File: config.mk
export PLATFORM = sky130hd
export DESIGN_NAME = ahb_sync_sram_flat
export DESIGN_NICKNAME = d
export VERILOG_FILES = /design/src/rtl/ahb_sync_sram_if.sv /design/src/rtl/ahb_sync_sram.sv /design/src/flat_wrapper.sv
export SDC_FILE = /design/constraint.sdc
export NUM_CORES = 1
export LEC_CHECK = 0
export CORE_MARGIN = 2
export CORE_UTILIZATION = 43
export CTS_BUF_LIST = sky130_fd_sc_hd__clkbuf_2 sky130_fd_sc_hd__clkbuf_4 sky130_fd_sc_hd__clkbuf_8
export DETAILED_ROUTE_END_ITERATION = 8
export PLACE_DENSITY = 0.94
export SYNTH_ARGS = -nofsm -noshare
export SYNTH_HDL_FRONTEND = slang
export SYNTH_SLANG_ARGS = --single-unit
export TNS_END_PERCENT = 10
File: constraint.sdc
create_clock -name clk -period 2.5 [get_ports clk]
set_input_delay 0.375 -clock clk [delete_from_list [all_inputs] [get_ports clk]]
set_output_delay 0.375 -clock clk [all_outputs]
set_load 0.01 [all_outputs]
File: src/rtl/ahb_sync_sram_if.sv
// AHB-Lite slave-side bus bundle for the synchronous SRAM controller.
// hready is the system-level HREADY fed back to the slave.
interface ahb_sync_sram_if #(
  parameter int W_ADDR = 32,
  parameter int W_DATA = 32
);
  logic              hready;
  logic              hready_resp;
  logic              hresp;
  logic [W_ADDR-1:0] haddr;
  logic              hwrite;
  logic [1:0]        htrans;
  logic [2:0]        hsize;
  logic [2:0]        hburst;
  logic [3:0]        hprot;
  logic              hmastlock;
  logic [W_DATA-1:0] hwdata;
  logic [W_DATA-1:0] hrdata;

  modport slave (
    input  hready, haddr, hwrite, htrans, hsize, hburst, hprot, hmastlock, hwdata,
    output hready_resp, hresp, hrdata
  );

  modport master (
    output hready, haddr, hwrite, htrans, hsize, hburst, hprot, hmastlock, hwdata,
    input  hready_resp, hresp, hrdata
  );
endinterface

File: src/rtl/ahb_sync_sram.sv
// Zero-wait-state AHB-Lite slave in front of a single-port synchronous SRAM.
// A one-entry write buffer absorbs a write data phase that collides with a read address phase.
//
// state  | meaning
// ERR_OK | normal operation, OKAY response
// ERR_1  | first ERROR cycle: hready_resp=0, hresp=1, no address phase accepted
// ERR_2  | second ERROR cycle: hready_resp=1, hresp=1, next address phase accepted
module ahb_sync_sram #(
  parameter int W_ADDR = 32,
  parameter int W_DATA = 32,
  parameter int DEPTH  = 2048,
  localparam int W_SRAM_ADDR = $clog2(DEPTH),
  localparam int W_MASK      = W_DATA / 8
) (
  input  logic                   clk,
  input  logic                   rst_n,
  ahb_sync_sram_if.slave         ahbls,
  output logic [W_SRAM_ADDR-1:0] sram_addr,
  output logic                   sram_cs,
  output logic                   sram_we,
  output logic [W_MASK-1:0]      sram_wmask,
  output logic [W_DATA-1:0]      sram_wdata,
  input  logic [W_DATA-1:0]      sram_rdata
);

  typedef enum logic [1:0] {ERR_OK, ERR_1, ERR_2} err_state_t;

  err_state_t err_q, err_next;

  logic                   dph_read, dph_write;
  logic [W_SRAM_ADDR-1:0] dph_addr;
  logic [W_MASK-1:0]      dph_mask;

  logic                   wbuf_valid;
  logic [W_SRAM_ADDR-1:0] wbuf_addr;
  logic [W_MASK-1:0]      wbuf_mask;
  logic [W_DATA-1:0]      wbuf_data;

  logic                   aphase, bad_access, accept_ok, rd_accept, wr_accept;
  logic                   wbuf_load, wbuf_commit, wbuf_hit;
  logic [W_MASK-1:0]      aph_mask;
  logic [W_SRAM_ADDR-1:0] aph_addr;

  // No address phase is taken during ERR_1, regardless of system hready.
  assign aphase    = rst_n && ahbls.hready && ahbls.htrans[1] && (err_q != ERR_1);
  assign accept_ok = aphase && !bad_access;
  assign rd_accept = accept_ok && !ahbls.hwrite;
  assign wr_accept = accept_ok && ahbls.hwrite;
  assign aph_addr  = ahbls.haddr[2 +: W_SRAM_ADDR];

  assign wbuf_load   = dph_write && rd_accept;
  assign wbuf_commit = wbuf_valid && !rd_accept && !dph_write;
  assign wbuf_hit    = wbuf_valid && (wbuf_addr == dph_addr);

  always_comb begin
    bad_access = 1'b0;
    aph_mask   = '1;
    case (ahbls.hsize)
      3'd0: aph_mask = W_MASK'(4'b0001 << ahbls.haddr[1:0]);
      3'd1: begin
        aph_mask   = W_MASK'(4'b0011 << ahbls.haddr[1:0]);
        bad_access = ahbls.haddr[0];
      end
      3'd2: bad_access = |ahbls.haddr[1:0];
      default: bad_access = 1'b1;
    endcase
  end

  always_ff @(posedge clk) begin
    if (!rst_n) begin
      err_q <= ERR_OK;
    end else begin
      err_q <= err_next;
    end
  end

  always_comb begin
    err_next          = err_q;
    ahbls.hready_resp = 1'b1;
    ahbls.hresp       = 1'b0;
    case (err_q)
      ERR_OK: if (aphase && bad_access) err_next = ERR_1;
      ERR_1: begin
        ahbls.hready_resp = 1'b0;
        ahbls.hresp       = 1'b1;
        err_next          = ERR_2;
      end
      ERR_2: begin
        ahbls.hresp = 1'b1;
        err_next    = (aphase && bad_access) ? ERR_1 : ERR_OK;
      end
      default: err_next = ERR_OK;
    endcase
  end

  always_ff @(posedge clk) begin
    if (!rst_n) begin
      dph_read   <= 1'b0;
      dph_write  <= 1'b0;
      dph_addr   <= '0;
      dph_mask   <= '0;
      wbuf_valid <= 1'b0;
      wbuf_addr  <= '0;
      wbuf_mask  <= '0;
      wbuf_data  <= '0;
    end else begin
      dph_read  <= rd_accept;
      dph_write <= wr_accept;
      if (accept_ok) begin
        dph_addr <= aph_addr;
        dph_mask <= aph_mask;
      end
      if (wbuf_load) begin
        wbuf_valid <= 1'b1;
        wbuf_addr  <= dph_addr;
        wbuf_mask  <= dph_mask;
        wbuf_data  <= ahbls.hwdata;
      end else if (wbuf_commit) begin
        wbuf_valid <= 1'b0;
      end
    end
  end

  // Port priority: read address phase, then direct write, then buffer drain.
  always_comb begin
    sram_cs    = 1'b0;
    sram_we    = 1'b0;
    sram_addr  = dph_addr;
    sram_wmask = dph_mask;
    sram_wdata = ahbls.hwdata;
    if (rst_n) begin
      if (rd_accept) begin
        sram_cs   = 1'b1;
        sram_addr = aph_addr;
      end else if (dph_write) begin
        sram_cs = 1'b1;
        sram_we = 1'b1;
      end else if (wbuf_valid) begin
        sram_cs    = 1'b1;
        sram_we    = 1'b1;
        sram_addr  = wbuf_addr;
        sram_wmask = wbuf_mask;
        sram_wdata = wbuf_data;
      end
    end
  end

  always_comb begin
    ahbls.hrdata = '0;
    if (dph_read) begin
      for (int i = 0; i < W_MASK; i++) begin
        ahbls.hrdata[8*i +: 8] = (wbuf_hit && wbuf_mask[i]) ? wbuf_data[8*i +: 8]
                                                            : sram_rdata[8*i +: 8];
      end
    end
  end

  ap_wbuf_empty_at_wdph: assert property (@(posedge clk) disable iff (!rst_n)
    dph_write |-> !wbuf_valid);
  ap_no_load_when_valid: assert property (@(posedge clk) disable iff (!rst_n)
    !(wbuf_valid && wbuf_load));

endmodule
File: src/flat_wrapper.sv
// flat-port wrapper written by rule: the top's interface ports become plain ports
module ahb_sync_sram_flat 
#(
  parameter int W_ADDR = 32,
  parameter int W_DATA = 32,
  parameter int DEPTH  = 2048,
  localparam int W_SRAM_ADDR = $clog2(DEPTH),
  localparam int W_MASK      = W_DATA / 8
)
  (clk, rst_n, sram_addr, sram_cs, sram_we, sram_wmask, sram_wdata, sram_rdata, ahbls_hready, ahbls_haddr, ahbls_hwrite, ahbls_htrans, ahbls_hsize, ahbls_hburst, ahbls_hprot, ahbls_hmastlock, ahbls_hwdata, ahbls_hready_resp, ahbls_hresp, ahbls_hrdata);
  ahb_sync_sram_if #(.W_ADDR(W_ADDR), .W_DATA(W_DATA)) ahbls_i ();
  input  logic clk;
  input  logic rst_n;
  output logic [W_SRAM_ADDR-1:0] sram_addr;
  output logic sram_cs;
  output logic sram_we;
  output logic [W_MASK-1:0] sram_wmask;
  output logic [W_DATA-1:0] sram_wdata;
  input  logic [W_DATA-1:0] sram_rdata;
  input wire logic [$bits(ahbls_i.hready)-1:0] ahbls_hready;
  input wire logic [$bits(ahbls_i.haddr)-1:0] ahbls_haddr;
  input wire logic [$bits(ahbls_i.hwrite)-1:0] ahbls_hwrite;
  input wire logic [$bits(ahbls_i.htrans)-1:0] ahbls_htrans;
  input wire logic [$bits(ahbls_i.hsize)-1:0] ahbls_hsize;
  input wire logic [$bits(ahbls_i.hburst)-1:0] ahbls_hburst;
  input wire logic [$bits(ahbls_i.hprot)-1:0] ahbls_hprot;
  input wire logic [$bits(ahbls_i.hmastlock)-1:0] ahbls_hmastlock;
  input wire logic [$bits(ahbls_i.hwdata)-1:0] ahbls_hwdata;
  output wire logic [$bits(ahbls_i.hready_resp)-1:0] ahbls_hready_resp;
  output wire logic [$bits(ahbls_i.hresp)-1:0] ahbls_hresp;
  output wire logic [$bits(ahbls_i.hrdata)-1:0] ahbls_hrdata;
  assign ahbls_i.hready = ahbls_hready;
  assign ahbls_i.haddr = ahbls_haddr;
  assign ahbls_i.hwrite = ahbls_hwrite;
  assign ahbls_i.htrans = ahbls_htrans;
  assign ahbls_i.hsize = ahbls_hsize;
  assign ahbls_i.hburst = ahbls_hburst;
  assign ahbls_i.hprot = ahbls_hprot;
  assign ahbls_i.hmastlock = ahbls_hmastlock;
  assign ahbls_i.hwdata = ahbls_hwdata;
  assign ahbls_hready_resp = ahbls_i.hready_resp;
  assign ahbls_hresp = ahbls_i.hresp;
  assign ahbls_hrdata = ahbls_i.hrdata;
  ahb_sync_sram #(.W_ADDR(W_ADDR), .W_DATA(W_DATA), .DEPTH(DEPTH)) u_core (.clk(clk), .rst_n(rst_n), .ahbls(ahbls_i), .sram_addr(sram_addr), .sram_cs(sram_cs), .sram_we(sram_we), .sram_wmask(sram_wmask), .sram_wdata(sram_wdata), .sram_rdata(sram_rdata));
endmodule
After elaboration in Yosys (flattened, before gate mapping). Index checks and enable logic that the tools add are counted.

Flip-flop bits (word level): 67. Word-level logic and storage cells: 74. Input bits: 113.

Mux-type cells: 32. Shift operators: 2. Equal/unequal tests: 7. Reduce and logical (&&, ||, !) cells: 24.

Operators with widths (count): $mux W32 (5); $mux W11 (4); $mux W8 (4); $mux W4 (4); $logic_and A1 B1 Y1 (15); $eq A11 B11 Y1 (1); $mux W1 (11); $pmux W4 S2 (1); $pmux W2 S3 (1); $logic_not A1 Y1 (4); $ne A2 B1 Y1 const B (2); $reduce_or A2 Y1 (2); $shl A1 B2 Y4 const A (1); $shl A2 B2 Y4 const A (1); $eq A3 B1 Y1 const B (1); $eq A3 B2 Y1 const B (1); $logic_not A3 Y1 (1); $pmux W1 S3 (1); $eq A2 B1 Y1 const B (1); $eq A2 B2 Y1 const B (1); $logic_not A2 Y1 (1); $mux W2 (1); $reduce_bool A2 Y1 (1).

Longest topological paths before layout. Gate-level depths: netlist (run 1).

Word-level depth: 10. Mapped depth: 8. Mapped depth without buffers: 6.

Worst setup path before layout (run 1). Ideal clock, no wire load.

Path type: reg-to-output. Start point: register u_core.err_q[1]. End point: output port sram_wdata[10]. Slack: 112 ps. Required time: 2125 ps. Arrival: 2013 ps. Path buffers: 2. Stages on the path, launching flop included: 9. Cell sequence: dfxtp_1 -> inv_1 -> ha_1 -> nand4b_1 -> a211o_1 -> buf_6 -> o21ai_4 -> buf_6 -> mux2_4.

Longest elaborated chain between the ends: 6.

Ends and longest elaborated chain: start: declaration (line ahb_sync_sram.sv:28) `err_state_t err_q, err_next;`; start signal: assignment (line ahb_sync_sram.sv:73) `err_q <= err_next;`; $ne A2 B1 Y1 (line ahb_sync_sram.sv:45) `assign aphase = rst_n && ahbls.hready && ahbls.htrans[1] && (err_q != ERR_1);`; $logic_and A1 B1 Y1 (line ahb_sync_sram.sv:45); $logic_and A1 B1 Y1 (line ahb_sync_sram.sv:46) `assign accept_ok = aphase && !bad_access;`; $logic_and A1 B1 Y1 (line ahb_sync_sram.sv:47) `assign rd_accept = accept_ok && !ahbls.hwrite;`; $mux W32 (line ahb_sync_sram.sv:132) `if (rd_accept) begin`; $mux W32 (line ahb_sync_sram.sv:131) `if (rst_n) begin`; end: declaration (line flat_wrapper.sv:18) `output logic [W_DATA-1:0] sram_wdata;`.

No other way between the ends.

Final worst setup path (run 1).
Start point: register u_core.err_q[1]. End point: output port sram_addr[6].

Longest elaborated chain between the ends: 6.

Ends and longest elaborated chain: $ne A2 B1 Y1 (line ahb_sync_sram.sv:45); $logic_and A1 B1 Y1 (line ahb_sync_sram.sv:45); $logic_and A1 B1 Y1 (line ahb_sync_sram.sv:46); $logic_and A1 B1 Y1 (line ahb_sync_sram.sv:47); $mux W11 (line ahb_sync_sram.sv:132); $mux W11 (line ahb_sync_sram.sv:131); end: declaration (line flat_wrapper.sv:14) `output logic [W_SRAM_ADDR-1:0] sram_addr;`.

No other way between the ends.

==> metrics.cfg, run 1 <==
[outcome]
status=finished, violations left
failed_checks=negative setup slack

[critical_path]
crit_fanout=6
required_ns=2.12
cp-start-kind=flop
end_kind=output port
crit_type=flop to output port
critical_path_arrival_ns=2.42

[layout]
fillers=754
drive_gt1_share_pct=32.3
final_cell_mix=nand2_1 (87), clkdlybuf4s50_1 (83), a21oi_1 (60)
final_common_cell=nand2_1
area_delta_synth_final_pct=57.7
final_util_pct=68.8
design_area_sq_um=6640
nets=821
num_antenna_cells=0

[sta]
tns_ns=-10.81
rsz0062_at_grt=true
clock.fmax_ghz=0.358
whs_ns=0.485
slew-limit-headroom_pct=54.5
setup_violations=50
finalMaxSlewViolations=0
period_needed_ns=2.79
worstMarginPinSlew_ns=0.682
fin_crit_sh_pct=112
hold_violations=0
skew_ns=0.00513
worst_slack_ns=-0.292

[synth]
ys_types=33
ys_ff_latch=67
ys_warn_count=0
netlist_instances=513
yosys.area_share.adder_pct=1.19
synth_xor_area_share_pct=2.29
synth_mux_area_share_pct=20.2
synth_compound_area_share_pct=18.9
synth_fp_nets=630
yosysSeqAreaShare_pct=31.9
syn-cell-area_sq_um=4210
synth_top_family_by_area=multiplexers
avgSynthCellArea_sq_um=8.20
synth_area_leaders=dfxtp_1 (32%), mux2_4 (11%), mux2i_1 (7.8%)
synth_top_area_share_pct=31.9
yosys.area.top_type=dfxtp_1
synth_simple_gate_area_share_pct=19.7

[drt]
via_count=4784
drtPass1Iterations=5
detail-route-antenna-nets=0
drc=0
post_drt_wl_per_cell_um=17.9
first_iter_violations=312
met2_length_mm=7.72
wl_mm=15.1
wl_met3_mm=1.21
drt-met1-wl_mm=5.64
top_layer_used=met4
viasPerCell=5.68

[grt]
grt_max_degree=65
grt_pass1_vias=4673
grtUsageTotal_pct=27.1
grt_pass1_wl_mm=22.5
gr-total-overflow=0
antenna_found_initial=0

[min_path]
hold_class=flop to flop

[floorplanning]
ios=196
dieWidth_um=103
dieArea_sq_um=10600
row_count=36
start_util_pct=43.7
die_y_um=103
core-area_sq_um=9640

[clock_tree]
h-tree-depth=3
cts-root-buf=clkbuf_8
tritoncts=yes
clk_pin_slew_ns=0.08
clk_latency_ns=0.34
numCtsBuffers=9
cts_max_path_buffers=2
cts.sinks=67

[place]
post-place-ws_ns=-0.753
io_buffer_count=167
dp_hpwl_mm=9.68
place.gp.congestion=0.821
dpl_cell_area_sq_um=6270

[power_and_ir_drop]
p_leak_nw=2.60
peakVddDrop_mv=0.252
pwr_density_cell_nw_per_um2=378

[flow_run]
drv_cap=0

[what timing repair did]
action | CTS | global route
buffers inserted | 6 | 1
resized for setup | 345 | 52
pin swaps | 18 | 10
hold buffers | 0 | 0
gates cloned | 5 | 0
setup endpoints to repair | 81 | 92
[power breakdown]
part	total, W	switching (W)	internal (W)
logic	0.000417	0.000162	0.000255
clock network	0.00102	0.000427	0.000588
registers	0.00108	0.00000663	0.00107
total	0.00251	0.000595	0.00192
[final timing paths]
path,start,endpoint,slack (ns),cells after the start
max,u_core.err_q[1]$_SDFFE_PN0P_,sram_addr[6],-0.29,10
min,u_core.dph_addr[0]$_SDFFE_PN0P_,u_core.dph_addr[0]$_SDFFE_PN0P_,0.48,2
max reg2reg,u_core.err_q[1]$_SDFFE_PN0P_,u_core.dph_mask[3]$_SDFFE_PN0P_,0.19,10
min reg2reg,u_core.dph_addr[0]$_SDFFE_PN0P_,u_core.dph_addr[0]$_SDFFE_PN0P_,0.48,2
[cell type report]
| cell class | count | area, sq um | share of cell area [%] |
|---|---|---|---|
| Sequential cell | 67 | 1360 | 20.5 |
| Inverter | 10 | 37.5 | 0.566 |
| Timing Repair Buffer | 225 | 2110 | 31.8 |
| Multi-Input combinational cell | 391 | 2740 | 41.3 |
| Clock inverter | 6 | 88.8 | 1.34 |
| Clock buffer | 10 | 138 | 2.07 |
| Tap cell | 133 | 166 | 2.51 |
[critical path: stages, from the launching register on]
cell and delay [ns]:
dfxtp_2 0.34, inv_2 0.06, ha_4 0.16, nand4b_1 0.22, buf_4 0.19, a211oi_4 0.23, buf_4 0.18, a21boi_4 0.06
buf_6 0.15, a221o_1 0.35, buf_2 0.14
[registers in the layout (all words and copies together), names as in the netlist]
register,flops
u_core.wbuf_data,32
u_core.dph_addr,11
u_core.wbuf_addr,11
u_core.dph_mask,4
u_core.wbuf_mask,4
u_core.err_q,2
u_core.dph_read,1
u_core.dph_write,1
u_core.wbuf_valid,1
[kinds of logic (layout without fill, tap and decap cells)]
family          count (synthesis)  in the layout
simple gates                  171            171
compound gates                136            136
mux                            69             69
flops                          67             67
buf+inv                        55            251
xor+xnor                       11             11
fa+ha+maj                       4              4
[cells in the mapped netlist (all sizes together)]
cell and number:
nand2 87, o32ai 1, a211oi 1, a21o 1, dfxtp 67, a21oi 61
clkbuf 32, mux2i 33, nand4b 1, a22oi 1, a311oi 3, nor3b 1
xnor2 11, o21ai 54, o21bai 1, inv 10, a21boi 1, and3 11
nor2 10, nor2b 1, ha 4, nand3 50, nand4 3, a211o 1
mux2 36, or3 1, a221o 11, nor3 2, buf 13, nor4 4
[metal layers]
metal | vias up | track usage (%)
li1 | 2206 | -
met1 | 2263 | 31.2
met2 | 263 | 47.6
met3 | 52 | 5.63
met4 | 0 | 13.1
met5 | - | 0
[metrics by stage]
stage                     total power, W  cells
after floorplan                  0.00123    513
after global placement           0.00149    814
after detailed placement         0.00150    814
after CTS                        0.00252    841
after global routing             0.00260    842
final                            0.00251    842
Note: power is estimated with default switching activity, not from simulation.
==> inputs of run 2 (changes only) <==
--- a/config.mk
+++ b/config.mk
@@ -5,11 +5,13 @@
 export SDC_FILE = /design/constraint.sdc
 export NUM_CORES = 1
 export LEC_CHECK = 0
+export CELL_PAD_IN_SITES_DETAIL_PLACEMENT = 2
+export CELL_PAD_IN_SITES_GLOBAL_PLACEMENT = 2
 export CORE_MARGIN = 2
-export CORE_UTILIZATION = 43
+export CORE_UTILIZATION = 23
 export CTS_BUF_LIST = sky130_fd_sc_hd__clkbuf_2 sky130_fd_sc_hd__clkbuf_4 sky130_fd_sc_hd__clkbuf_8
 export DETAILED_ROUTE_END_ITERATION = 8
-export PLACE_DENSITY = 0.94
+export PLACE_DENSITY = 0.93
 export SYNTH_ARGS = -nofsm -noshare
 export SYNTH_HDL_FRONTEND = slang
 export SYNTH_SLANG_ARGS = --single-unit
==> run 2 against run 1 <==
The run still ends with negative setup slack left. Critical path depth unchanged. Sequential power hardly changed. Register-to-register slack worse by 0.10 ns. Wire length up 30%. Clock power shrank 6%. Cell area rose by 4.1%. Non-clock buffer count increased by 7. Power is 1.9% lower. Die area up 83%. Core utilization shrank 30 points. Critical path type unchanged.
==> metrics.cfg, run 2 (synthesis results as in run 1) <==
[outcome]
status=finished, violations left
failed_checks=negative setup slack

[clock_tree]
numCtsBuffers=9
cts_hold_buf=0
cts_max_path_buffers=2
tritoncts=yes
clk_latency_ns=0.35
h-tree-depth=3
cts.sinks=67
clk_pin_slew_ns=0.09
cts-root-buf=clkbuf_8

[critical_path]
reg2regPathDepth=11
cp_common_cell=buf_4
crit_chain=inv_2 -> ha_4 -> nand4b_1 -> buf_4 -> a211oi_4 -> buf_6 -> a21boi_4 -> buf_4 -> mux2_2 -> clkdlybuf4s15_2
cp-endpoint=sram_wmask[0]
rr_startpoint=u_core.err_q[1]$_SDFFE_PN0P_
crit_type=flop to output port
reg2reg_to=u_core.wbuf_data[23]$_SDFFE_PN0P_
critPathBufInv=5
max_stage_delay_ns=0.36
crit_slowest_cell=dfxtp_2
r2r_slack_ns=0.09
crit_family=buffers and inverters
crit_fanout=6
crit_start=u_core.err_q[1]$_SDFFE_PN0P_
critical_path_arrival_ns=2.42
cp-start-kind=flop
required_ns=2.12
end_kind=output port
crit_cells=10

[floorplanning]
die_y_um=139
core-area_sq_um=18000
row_count=49
dieArea_sq_um=19400
dieWidth_um=139
ios=196
start_util_pct=23.4

[grt]
grtUsageTotal_pct=19.4
gr-total-overflow=0
antenna_found_initial=0
grt_pass1_vias=5330
grt_max_degree=65
grt_pass1_wl_mm=30.1

[sta]
setup_violations=62
worstMarginPinSlew_ns=0.782
finalMaxSlewViolations=0
fin_crit_sh_pct=112
skew_ns=0.0181
hold_violations=0
tns_ns=-12.36
slew-limit-headroom_pct=47.9
worst_slack_ns=-0.295
whs_ns=0.490
period_needed_ns=2.80
rsz0062_at_grt=true
clock.fmax_ghz=0.358

[drt]
first_iter_violations=180
viasPerCell=5.02
via_count=4748
drc=0
drtPass1Iterations=4
wl_mm=19.5
detail-route-antenna-nets=0
post_drt_wl_per_cell_um=20.6

[layout]
design_area_sq_um=6910
num_antenna_cells=0
largest_reg_flops=32
final_common_cell=nand2_1
final_cells=946
area_delta_synth_final_pct=64.2
regMostFlops=u_core.wbuf_data
top_regs=u_core.wbuf_data: 32 flops, u_core.dph_addr: 11 flops, u_core.wbuf_addr: 11 flops
drive_gt1_share_pct=33.6
nets=829
final_cell_mix=nand2_1 (87), clkdlybuf4s50_1 (84), a21oi_1 (60)

[place]
dpl_cell_area_sq_um=6460
dp_hpwl_mm=12.9
io_buffer_count=167
place.gp.congestion=0.791
dp_cells=910

[min_path]
hold_class=flop to flop

[power_and_ir_drop]
p_leak_nw=2.61
p_total_w=0.00246
pwr_density_cell_nw_per_um2=356
peakVddDrop_mv=0.190

[flow_run]
drv_cap=0

==> run 2: cell count changes in the layout (fill, tap and decap cells not counted), sizes merged, moves of 2 or more <==
cell           change
clkbuf             -9
clkdlybuf4s15      +7
buf                +8
inv                +2
==> run 2: worst min-delay path, delay by kind of cell (launching register included) <==
family          cells  cell delay, ns
simple gates        1            0.06
flops               1            0.32
compound gates      1            0.06
==> run 2: per-layer routing <==
metal / wire, um / up-vias / global-route usage, %
met5: 0 / - / 0
met4: 312 / 0 / 5.64
met3: 590 / 19 / 2.27
met2: 10400 / 120 / 36.8
met1: 8180 / 2388 / 22.8
li1: - / 2221 / -
==> run 2: worst min path at each step <==
stage	from	to	slack, ns	cells past startpoint
3_3_place_gp	u_core.dph_mask[3]$_SDFFE_PN0P_	u_core.wbuf_mask[3]$_SDFFE_PN0P_	0.47	2
6_report	u_core.dph_mask[3]$_SDFFE_PN0P_	u_core.wbuf_mask[3]$_SDFFE_PN0P_	0.49	2
2_1_floorplan	u_core.dph_mask[3]$_SDFFE_PN0P_	u_core.wbuf_mask[3]$_SDFFE_PN0P_	0.45	2
5_1_grt	u_core.dph_mask[3]$_SDFFE_PN0P_	u_core.wbuf_mask[3]$_SDFFE_PN0P_	0.53	2
3_5_place_dp	u_core.dph_mask[2]$_SDFFE_PN0P_	u_core.wbuf_mask[2]$_SDFFE_PN0P_	0.49	2
4_1_cts	u_core.dph_addr[0]$_SDFFE_PN0P_	u_core.dph_addr[0]$_SDFFE_PN0P_	0.50	2
==> run 2: layout make-up <==
| class | count | area, sq um |
|---|---|---|
| Timing Repair Buffer | 232 | 2250 |
| Sequential cell | 67 | 1370 |
| Inverter | 10 | 37.5 |
| Clock inverter | 7 | 76.3 |
| Tap cell | 229 | 287 |
| Clock buffer | 9 | 124 |
| Fill cell | 1978 | 11100 |
| Multi-Input combinational cell | 392 | 2770 |
==> run 2: timing repair <==
| item | in CTS | in global routing |
|---|---|---|
| buffers inserted | 19 | 2 |
| resized for setup | 369 | 45 |
| pin swaps | 20 | 6 |
| setup endpoints to repair | 81 | 95 |
| cloned | 3 | 0 |
==> run 2: report_power, final <==
| group | internal (W) | switching [W] |
|---|---|---|
| clock network | 0.000468 | 0.000489 |
| logic | 0.000253 | 0.000175 |
| registers | 0.00107 | 0.00000683 |
| total | 0.00179 | 0.000670 |
==> run 2: per-stage QoR <==
step	util, %	setup slack (ns)
4_1_cts	38.2	-0.297
3_3_place_gp	36.0	-0.709
3_5_place_dp	36.0	-0.779
6_report	38.5	-0.295
5_1_grt	38.5	-0.412
2_1_floorplan	-	0.112
==> inputs of run 3 (changes only) <==
==> constraint.sdc (replaced) <==
create_clock -name clk -period 2.9 [get_ports clk]
set_input_delay 0.435 -clock clk [delete_from_list [all_inputs] [get_ports clk]]
set_output_delay 0.435 -clock clk [all_outputs]
set_load 0.01 [all_outputs]
==> run 3 against run 2 <==
Via count decreased by 3.2%. Critical path type unchanged. Power decreased by 10%. Sequential cell count unchanged. Largest power group unchanged. The run still ends with negative setup slack left. Register-to-register slack improved by 0.55 ns. Global-route usage decreased by 0.57 points. Clock-buffer cell count unchanged. Wire length decreased by 5.6%. Worst hold slack improved by 0.013 ns. Sequential share of layout area increased by 0.29 points. Core utilization decreased by 1.1 points. Worst setup slack improved by 0.25 ns. Highest routed layer unchanged. First-iteration DRC count increased by 0.56%.
==> metrics.cfg, run 3 (synthesis results as in run 1) <==
[outcome]
status=finished, violations left
failed_checks=negative setup slack

[sta]
finalMaxSlewViolations=0
hold_violations=0
worstMarginPinSlew_ns=0.743
rsz0062_at_grt=true
setup_violations=25
slew-limit-headroom_pct=50.4
clock.fmax_ghz=0.340
skew_ns=0.00832
fin_crit_sh_pct=101
period_needed_ns=2.94
tns_ns=-0.438
worst_slack_ns=-0.0412

[critical_path]
cp-start-kind=flop
end_kind=output port
crit_type=flop to output port
crit_fanout=13
critical_path_arrival_ns=2.51
required_ns=2.47

[layout]
regMostFlops=u_core.wbuf_data
final_common_cell=nand2_1
nets=812
area_delta_synth_final_pct=59.6
drive_gt1_share_pct=23.9
final_cell_mix=nand2_1 (87), clkdlybuf4s50_1 (84), dfxtp_1 (63)
design_area_sq_um=6720
num_antenna_cells=0
largest_reg_flops=32
top_regs=u_core.wbuf_data: 32 flops, u_core.dph_addr: 11 flops, u_core.wbuf_addr: 11 flops
fillers=2005

[drt]
viasPerCell=4.95
post_drt_wl_per_cell_um=19.9
drtPass1Iterations=4
drc=0
via_count=4597
first_iter_violations=181
detail-route-antenna-nets=0
wl_mm=18.4

[min_path]
hold_class=flop to flop

[place]
dp_hpwl_mm=12.5
io_buffer_count=167
post-place-ws_ns=-0.504
dpl_cell_area_sq_um=6350
place.gp.congestion=0.736

[clock_tree]
h-tree-depth=3
cts.sinks=67
cts-root-buf=clkbuf_8
clk_latency_ns=0.35
clk_pin_slew_ns=0.08
cts_max_path_buffers=2
tritoncts=yes
cts_hold_buf=0
numCtsBuffers=9

[grt]
grtUsageTotal_pct=18.8
grt_pass1_wl_mm=29.1
grt_max_degree=65
gr-total-overflow=0
antenna_found_initial=0
grt_pass1_vias=5140

[power_and_ir_drop]
peakVddDrop_mv=0.226
p_total_w=0.00221
p_leak_nw=2.61
pwr_density_cell_nw_per_um2=328

[floorplanning]
die_y_um=139
dieArea_sq_um=19400
ios=196
start_util_pct=23.4
core-area_sq_um=18000
row_count=49
dieWidth_um=139

[flow_run]
drv_cap=0

-- run 3: final cells by class --
class / instances / area [sq um] / area share [%]
Clock buffer: 9 / 124 / 1.84
Clock inverter: 7 / 101 / 1.51
Inverter: 10 / 37.5 / 0.559
Multi-Input combinational cell: 391 / 2700 / 40.1
Sequential cell: 67 / 1350 / 20.0
Tap cell: 229 / 287 / 4.26
Timing Repair Buffer: 216 / 2130 / 31.7
-- run 3: worst max-delay path, cell delays in order (launching register included) --
cell and delay [ns]:
dfxtp_2 0.35, inv_2 0.05, ha_4 0.15, nand4b_1 0.21, buf_4 0.19, a211oi_4 0.15
buf_6 0.16, a21boi_4 0.06, buf_12 0.15, a221o_1 0.38, dlygate4sd2_1 0.29
-- run 3: what timing repair did --
action,in CTS,in global routing
pin swaps,5,3
buffers inserted,9,2
endpoints found under the hold margin,0,0
endpoints found under the setup margin,81,50
gates resized for setup,251,21
gates cloned,1,0
-- run 3: per-stage QoR --
| stage | std cells | hold WS, ns | utilization [%] |
|---|---|---|---|
| after floorplan | 513 | 0.454 | - |
| after global placement | 904 | 0.471 | 35.4 |
| after detailed placement | 904 | 0.492 | 35.4 |
| after CTS | 929 | 0.507 | 37.5 |
| after global routing | 929 | 0.530 | 37.4 |
| final | 929 | 0.503 | 37.4 |
-- run 3: layer usage --
layer / track usage, % / part of all wire, % / up-vias
met1: 22.4 / 43 / 2283
met4: 5.69 / 1.7 / 0
met2: 35.0 / 52 / 113
li1: - / - / 2180
met3: 2.58 / 3.1 / 21
met5: 0 / 0 / -
-- run 3: power by group --
group	total, W	switching (W)	internal [W]
Sequential	0.000931	0.00000642	0.000924
Clock	0.000915	0.000424	0.000490
Combinational	0.000360	0.000145	0.000215
-- run 3: worst paths after layout --
| check | cells after the start | slack (ns) | start | endpoint |
|---|---|---|---|---|
| setup / recovery | 10 | -0.04 | u_core.err_q[1]$_SDFFE_PN0P_ | sram_addr[3] |
| hold / removal | 2 | 0.50 | u_core.wbuf_data[9]$_SDFFE_PN0P_ | u_core.wbuf_data[9]$_SDFFE_PN0P_ |
| setup reg to reg | 9 | 0.64 | u_core.err_q[1]$_SDFFE_PN0P_ | u_core.wbuf_addr[3]$_SDFFE_PN0P_ |
| hold reg to reg | 2 | 0.50 | u_core.wbuf_data[9]$_SDFFE_PN0P_ | u_core.wbuf_data[9]$_SDFFE_PN0P_ |
